## src/rtl/wb_bus_arbiter_if.sv

```systemverilog
// wb_bus_arbiter_if: one Wishbone link; master drives the request side,
// slave returns ack/err/read data.
interface wb_bus_arbiter_if #(
    parameter int AW = 32,
    parameter int DW = 32
);
    logic          cyc;
    logic          stb;
    logic          we;
    logic [DW/8-1:0] sel;
    logic [AW-1:0] adr;
    logic [DW-1:0] dat_w;
    logic [DW-1:0] dat_r;
    logic          ack;
    logic          err;

    modport master (
        output cyc, stb, we, sel, adr, dat_w,
        input  ack, err, dat_r
    );

    modport slave (
        input  cyc, stb, we, sel, adr, dat_w,
        output ack, err, dat_r
    );
endinterface

```

## src/rtl/wb_bus_arbiter.sv

```systemverilog
// wb_bus_arbiter: two-master round-robin Wishbone arbiter, grant held per cycle.
// Optional ack watchdog enabled by defining WB_ARB_TIMEOUT_EN.
module wb_bus_arbiter #(
    parameter int AW      = 32,
    parameter int DW      = 32,
    parameter int TIMEOUT = 255
) (
    input  logic             wb_clk_i,
    input  logic             wb_rst_ni,
    wb_bus_arbiter_if.slave  m0,
    wb_bus_arbiter_if.slave  m1,
    wb_bus_arbiter_if.master s,
    output logic [1:0]       grant_o,
    output logic             timeout_o
);
    typedef enum logic [1:0] {IDLE, GNT0, GNT1} state_e;

    state_e state_q, state_d;
    logic   last_q, last_d;
    logic   req0, req1, own0, own1, stb_raw, fire;
    logic   unused_err;

    if (TIMEOUT < 2 || TIMEOUT > 65535 || DW % 8 != 0 || AW < 1) begin : g_bad_cfg
        $error("wb_bus_arbiter: illegal parameter set");
    end

    assign req0       = m0.cyc & m0.stb;
    assign req1       = m1.cyc & m1.stb;
    assign own0       = state_q == GNT0;
    assign own1       = state_q == GNT1;
    assign stb_raw    = own0 ? m0.stb : own1 & m1.stb;
    assign unused_err = s.err;

    // last_q = 1 out of reset so master 0 wins the first tie
    always_comb begin
        state_d = state_q;
        last_d  = last_q;
        case (state_q)
            GNT0: if (!m0.cyc) begin
                last_d  = 1'b0;
                state_d = req1 ? GNT1 : IDLE;
            end
            GNT1: if (!m1.cyc) begin
                last_d  = 1'b1;
                state_d = req0 ? GNT0 : IDLE;
            end
            default: state_d = (req0 & req1) ? (last_q ? GNT0 : GNT1) :
                               req0 ? GNT0 : req1 ? GNT1 : IDLE;
        endcase
    end

    always_ff @(posedge wb_clk_i or negedge wb_rst_ni) begin
        if (!wb_rst_ni) begin
            state_q <= IDLE;
            last_q  <= 1'b1;
        end else begin
            state_q <= state_d;
            last_q  <= last_d;
        end
    end

    // Outputs decode straight from the state so reset clears them at once
    always_comb begin
        s.cyc     = own0 ? m0.cyc : own1 & m1.cyc;
        s.stb     = stb_raw & ~fire;
        s.we      = own0 ? m0.we : own1 & m1.we;
        s.sel     = own0 ? m0.sel : own1 ? m1.sel : '0;
        s.adr     = own0 ? m0.adr : own1 ? m1.adr : '0;
        s.dat_w   = own0 ? m0.dat_w : own1 ? m1.dat_w : '0;
        m0.ack    = own0 & s.ack;
        m1.ack    = own1 & s.ack;
        m0.dat_r  = own0 ? s.dat_r : '0;
        m1.dat_r  = own1 ? s.dat_r : '0;
        m0.err    = own0 & fire;
        m1.err    = own1 & fire;
        grant_o   = {own1, own0};
        timeout_o = fire;
    end

`ifdef WB_ARB_TIMEOUT_EN
    localparam int CW = $clog2(TIMEOUT + 1);

    logic [CW-1:0] cnt_q, cnt_d;

    assign fire = stb_raw & ~s.ack & (cnt_q == CW'(TIMEOUT - 1));

    // Counts unacknowledged strobe cycles; holds while the owner idles stb
    always_comb begin
        cnt_d = (state_d != state_q || s.ack || fire) ? '0 :
                stb_raw ? cnt_q + CW'(1) : cnt_q;
    end

    always_ff @(posedge wb_clk_i or negedge wb_rst_ni) begin
        if (!wb_rst_ni)
            cnt_q <= '0;
        else
            cnt_q <= cnt_d;
    end
`else
    assign fire = 1'b0;
`endif
endmodule

```

## src/flat_wrapper.sv

```systemverilog
// flat-port wrapper written by rule: the top's interface ports become plain ports
module wb_bus_arbiter_flat 
#(
    parameter int AW      = 32,
    parameter int DW      = 32,
    parameter int TIMEOUT = 255
)
  (wb_clk_i, wb_rst_ni, grant_o, timeout_o, m0_cyc, m0_stb, m0_we, m0_sel, m0_adr, m0_dat_w, m0_ack, m0_err, m0_dat_r, m1_cyc, m1_stb, m1_we, m1_sel, m1_adr, m1_dat_w, m1_ack, m1_err, m1_dat_r, s_cyc, s_stb, s_we, s_sel, s_adr, s_dat_w, s_ack, s_err, s_dat_r);
  wb_bus_arbiter_if #(.AW(AW), .DW(DW)) m0_i ();
  wb_bus_arbiter_if #(.AW(AW), .DW(DW)) m1_i ();
  wb_bus_arbiter_if #(.AW(AW), .DW(DW)) s_i ();
  input  logic wb_clk_i;
  input  logic wb_rst_ni;
  output logic [1:0] grant_o;
  output logic timeout_o;
  input wire logic [$bits(m0_i.cyc)-1:0] m0_cyc;
  input wire logic [$bits(m0_i.stb)-1:0] m0_stb;
  input wire logic [$bits(m0_i.we)-1:0] m0_we;
  input wire logic [$bits(m0_i.sel)-1:0] m0_sel;
  input wire logic [$bits(m0_i.adr)-1:0] m0_adr;
  input wire logic [$bits(m0_i.dat_w)-1:0] m0_dat_w;
  output wire logic [$bits(m0_i.ack)-1:0] m0_ack;
  output wire logic [$bits(m0_i.err)-1:0] m0_err;
  output wire logic [$bits(m0_i.dat_r)-1:0] m0_dat_r;
  input wire logic [$bits(m1_i.cyc)-1:0] m1_cyc;
  input wire logic [$bits(m1_i.stb)-1:0] m1_stb;
  input wire logic [$bits(m1_i.we)-1:0] m1_we;
  input wire logic [$bits(m1_i.sel)-1:0] m1_sel;
  input wire logic [$bits(m1_i.adr)-1:0] m1_adr;
  input wire logic [$bits(m1_i.dat_w)-1:0] m1_dat_w;
  output wire logic [$bits(m1_i.ack)-1:0] m1_ack;
  output wire logic [$bits(m1_i.err)-1:0] m1_err;
  output wire logic [$bits(m1_i.dat_r)-1:0] m1_dat_r;
  output wire logic [$bits(s_i.cyc)-1:0] s_cyc;
  output wire logic [$bits(s_i.stb)-1:0] s_stb;
  output wire logic [$bits(s_i.we)-1:0] s_we;
  output wire logic [$bits(s_i.sel)-1:0] s_sel;
  output wire logic [$bits(s_i.adr)-1:0] s_adr;
  output wire logic [$bits(s_i.dat_w)-1:0] s_dat_w;
  input wire logic [$bits(s_i.ack)-1:0] s_ack;
  input wire logic [$bits(s_i.err)-1:0] s_err;
  input wire logic [$bits(s_i.dat_r)-1:0] s_dat_r;
  assign m0_i.cyc = m0_cyc;
  assign m0_i.stb = m0_stb;
  assign m0_i.we = m0_we;
  assign m0_i.sel = m0_sel;
  assign m0_i.adr = m0_adr;
  assign m0_i.dat_w = m0_dat_w;
  assign m0_ack = m0_i.ack;
  assign m0_err = m0_i.err;
  assign m0_dat_r = m0_i.dat_r;
  assign m1_i.cyc = m1_cyc;
  assign m1_i.stb = m1_stb;
  assign m1_i.we = m1_we;
  assign m1_i.sel = m1_sel;
  assign m1_i.adr = m1_adr;
  assign m1_i.dat_w = m1_dat_w;
  assign m1_ack = m1_i.ack;
  assign m1_err = m1_i.err;
  assign m1_dat_r = m1_i.dat_r;
  assign s_cyc = s_i.cyc;
  assign s_stb = s_i.stb;
  assign s_we = s_i.we;
  assign s_sel = s_i.sel;
  assign s_adr = s_i.adr;
  assign s_dat_w = s_i.dat_w;
  assign s_i.ack = s_ack;
  assign s_i.err = s_err;
  assign s_i.dat_r = s_dat_r;
  wb_bus_arbiter #(.AW(AW), .DW(DW), .TIMEOUT(TIMEOUT)) u_core (.wb_clk_i(wb_clk_i), .wb_rst_ni(wb_rst_ni), .m0(m0_i), .m1(m1_i), .s(s_i), .grant_o(grant_o), .timeout_o(timeout_o));
endmodule
```

## config.mk

```make
export PLATFORM = sky130hd
export DESIGN_NAME = wb_bus_arbiter_flat
export DESIGN_NICKNAME = d
export VERILOG_FILES = /design/src/rtl/wb_bus_arbiter_if.sv /design/src/rtl/wb_bus_arbiter.sv /design/src/flat_wrapper.sv
export SDC_FILE = /design/constraint.sdc
export NUM_CORES = 1
export LEC_CHECK = 0
export BUFFER_PORTS_ARGS = -buffer_cell sky130_fd_sc_hd__buf_2
export CORE_AREA = 2 2 126 128
export DETAILED_ROUTE_END_ITERATION = 8
export DIE_AREA = 0 0 128 130
export PLACE_DENSITY_LB_ADDON = 0.2
export SLEW_MARGIN = 20
export SYNTH_ARGS = -nofsm -noshare
export SYNTH_HDL_FRONTEND = slang
export SYNTH_SLANG_ARGS = --single-unit
```

## constraint.sdc

```tcl
create_clock -name wb_clk_i -period 1.6 [get_ports wb_clk_i]
set_input_delay 0.32 -clock wb_clk_i [delete_from_list [all_inputs] [get_ports wb_clk_i]]
set_output_delay 0.32 -clock wb_clk_i [all_outputs]
set_load 0.01 [all_outputs]
```

==> summary.md <==
| Metric | Value |
|---|---|
| Register area share after synthesis | 5.33% |
| Core area | 15400 µm² |
| GRT busiest layer | met2 |
| Static leakage | 2.51 nW |
| R2R cell count | 8 |
| Cell Area, Placed | 3310 µm² |
| Diodes inserted | 0 |
| Total Wirelength | 12700 µm |
| Cell area after synthesis | 1430 µm² |
| Initial antenna violation count | 0 |
| Post-Synth Simple-Gate Area | 32.4% |
| Die area | 16600 µm² |
| GP Congestion | 0.760 |
| CTS clk-pin slew, worst paths | 0.03 ns |
| Critical path launch point type | register |
| Root buffer cell | clkbuf_16 |
| Wire per inst | 17.6 µm |
| FF-to-FF setup slack | -0.15 ns |
| Largest net degree at the start of global routing | 35 |
| Max-cap viol count | 0 |
| Worst setup path startpoint | u_core.state_q[1]$_DFFE_PN0P_ |
| Post-layout min period | 1.99 ns |
| Met2 usage in global routing | 23.6% |
| Maximum clock path buffer count | 2 |
| Post-Synth Adder-Cell Area | 3.49% |
| Worst EP required | 1.28 ns |
| Worst-path fanout max | 16 |
| Layout cell share with drive strength beyond 1 | 81.8% |
| Met3 usage | 3.85% |
| Post-synth EDFFs | 0 |
| Final setup TNS | -39.08 ns |
| Power Density | 1160 nW/µm² |
| ANT nets after route | 0 |
| HPWL after detailed placement | 8750 µm |
| Final WS setup | -0.386 ns |
| Outcome | finished with violations |
| Via density | 4.03 |
| Layout fillers | 1623 |
| CTS buffer count | 3 |
| Gr ovfl total | 0 |
| Site row count | 46 |
| Starting DRT DRC Count | 63 |
| Gr usage total | 13.0% |
| Die Y | 130 µm |
| Starting Density | 9.29% |
| Max Fclk | 503 MHz |
| Worst r2r src | u_core.state_q[0]$_DFFE_PN0P_ |
| Crit end category | primary output |
| Largest family of logic cells by synthesized area | compound AO/OA/AOI/OAI gates |
| Violated checks | negative setup slack |
| Post-synthesis cell count | 192 |
| DRC | 0 |
| IO Port Bufs | 315 |
| Worst r2r dst | u_core.last_q$_DFFE_PN1P_ |
| Post-Synth XOR/XNOR Area | 0% |
| Synth Warn # | 0 |
| NumNets Final | 715 |
| CTS H-Tree Depth | 1 |
| Final Hold Fails | 0 |
| HP Class | in -> reg |
| Post-route cell area | 4530 µm² |
| Max-slew violation count | 0 |
| Mean area per synthesized cell | 7.46 µm² |
| CTS tree | yes |
| Maximum VDD drop | 410 µV |
| Crit path DAT | 1.67 ns |
| Total Power | 5.25 mW |
| Die width | 128 µm |
| Period utilization | 124% |
| Post-synthesis mux area share | 0.786% |
| Hold path cells | 3 |
| Crit path kind | reg -> out |
| Post-synthesis compound-gate area fraction | 46.0% |
| Global routing usage on met1 | 15.8% |
| Worst hold start | m1_stb |
| Core Util, Final | 29.4% |
| Final setup viols | 141 |
| Clock Latency Late Sink | 0.23 ns |
| Worst hold endpoint | u_core.state_q[1]$_DFFE_PN0P_ |
| Unrepaired setup endpoints after global routing | true |
| Via count | 2920 |
| Number of global-route vias before repair | 2836 |
| Clk_skew | 0.00361 ns |
| First-pass GRT wire length | 16300 µm |
| # IOs | 320 |
| Drt first pass iters | 4 |
| Clk sinks | 3 |
| Seq cells post-synth | 3 |
| Area growth, synth to finish | 216% |
| Count of different cell masters after synthesis | 20 |
| Top FF cell, synth | dfrtp_1 |
| Synth async-reset ratio | 100% |
==> worst max-delay path by stage <==
| stage | endpoint | slack [ns] | cells after the start |
|---|---|---|---|
| global placement | s_adr[24] | -0.16 | 7 |
| finish | s_adr[26] | -0.39 | 7 |
| CTS | s_adr[26] | -0.41 | 7 |
| floorplan | s_adr[23] | -0.05 | 7 |
| global route | s_adr[25] | -0.45 | 7 |
| detailed placement | s_adr[20] | -0.21 | 5 |
==> through the flow <==
| step | hold WS (ns) | instances | setup WS (ns) |
|---|---|---|---|
| 5_1_grt | 0.414 | 724 | -0.449 |
| 3_5_place_dp | 0.126 | 693 | -0.205 |
| 6_report | 0.397 | 724 | -0.386 |
| 3_3_place_gp | 0.121 | 693 | -0.161 |
| 4_1_cts | 0.407 | 719 | -0.407 |
| 2_1_floorplan | 0.0244 | 194 | -0.0514 |
==> sequential cells by signal, summed over array words and instances (netlist names) <==
| name | count |
|---|---|
| u_core.state_q | 2 |
| u_core.last_q | 1 |
==> report_power, final <==
| part | switching [mW] | internal [mW] |
|---|---|---|
| clock | 0.0710 | 0.329 |
| sequential | 0.0293 | 0.110 |
| combinational | 2.06 | 2.65 |
| total | 2.16 | 3.09 |
==> synthesized netlist by cell type, types with 2 or more instances <==
| library cell | count | share of area [%] |
|---|---|---|
| a22o_1 | 69 | 42 |
| and2_1 | 66 | 29 |
| buf_2 | 14 | 4.9 |
| buf_4 | 6 | 3.1 |
| clkbuf_1 | 6 | 1.6 |
| nand2_1 | 6 | 1.6 |
| ha_1 | 4 | 3.5 |
| o21ai_0 | 4 | 1.4 |
| buf_6 | 2 | 1.6 |
| dfrtp_1 | 2 | 3.5 |
| inv_1 | 2 | 0.52 |
| nor2_1 | 2 | 0.52 |
| o2111ai_1 | 2 | 1.2 |
==> metal layers <==
layer | part of all wire, % | routed length, µm | vias up
li1 | - | - | 1386
met1 | 40 | 5060 | 1346
met2 | 50 | 6390 | 184
met3 | 9.8 | 1240 | 4
met4 | 0.23 | 29 | 0
met5 | 0 | 0 | -
==> worst max-delay path, stage by stage (launching register included) <==
cell and delay (ns):
dfrtp_1 0.41, inv_2 0.10, ha_4 0.19, nor2b_4 0.06, buf_12 0.14, buf_4 0.15, a22o_1 0.23, buf_2 0.15
==> cell type report <==
class,instances,area (µm²),area share [%]
timing repair buffer,362,2700,59.7
inverter,2,7.51,0.166
multi-input combinational,161,1420,31.4
clock buffer,4,78.8,1.74
sequential,3,77.6,1.71
tap,192,240,5.31
==> timing repair <==
item,in CTS,in global routing
pin swaps,20,16
hold endpoints to repair,2,0
gates cloned,9,4
endpoints found under the setup margin,139,142
buffers inserted,12,5
resized for setup,101,80
hold buffers,1,0
==> cell usage in the layout (no fill, tap or decap), types with 2 or more instances in the layout <==
cell type,netlist,layout
nand2_1,6,6
buf_12,0,10
o2111ai_1,2,2
buf_16,0,4
a22o_1,69,68
a22o_4,1,2
buf_4,6,22
and2_1,66,9
buf_6,2,79
inv_2,0,2
o21ai_1,0,3
ha_4,0,4
conb_1,1,3
and2_4,0,57
clkbuf_16,0,6
buf_2,14,241
==> logic make-up (layout without fill, tap and decap cells) <==
family	Yosys count	after routing
adders and majority gates	4	4
and+or+nand+nor	77	77
other	1	3
muxes	1	1
DFF	3	3
buffers and inverters	30	368
AOI/OAI and AO/OA	76	76
No activity file was read; power rests on OpenSTA's default activity.
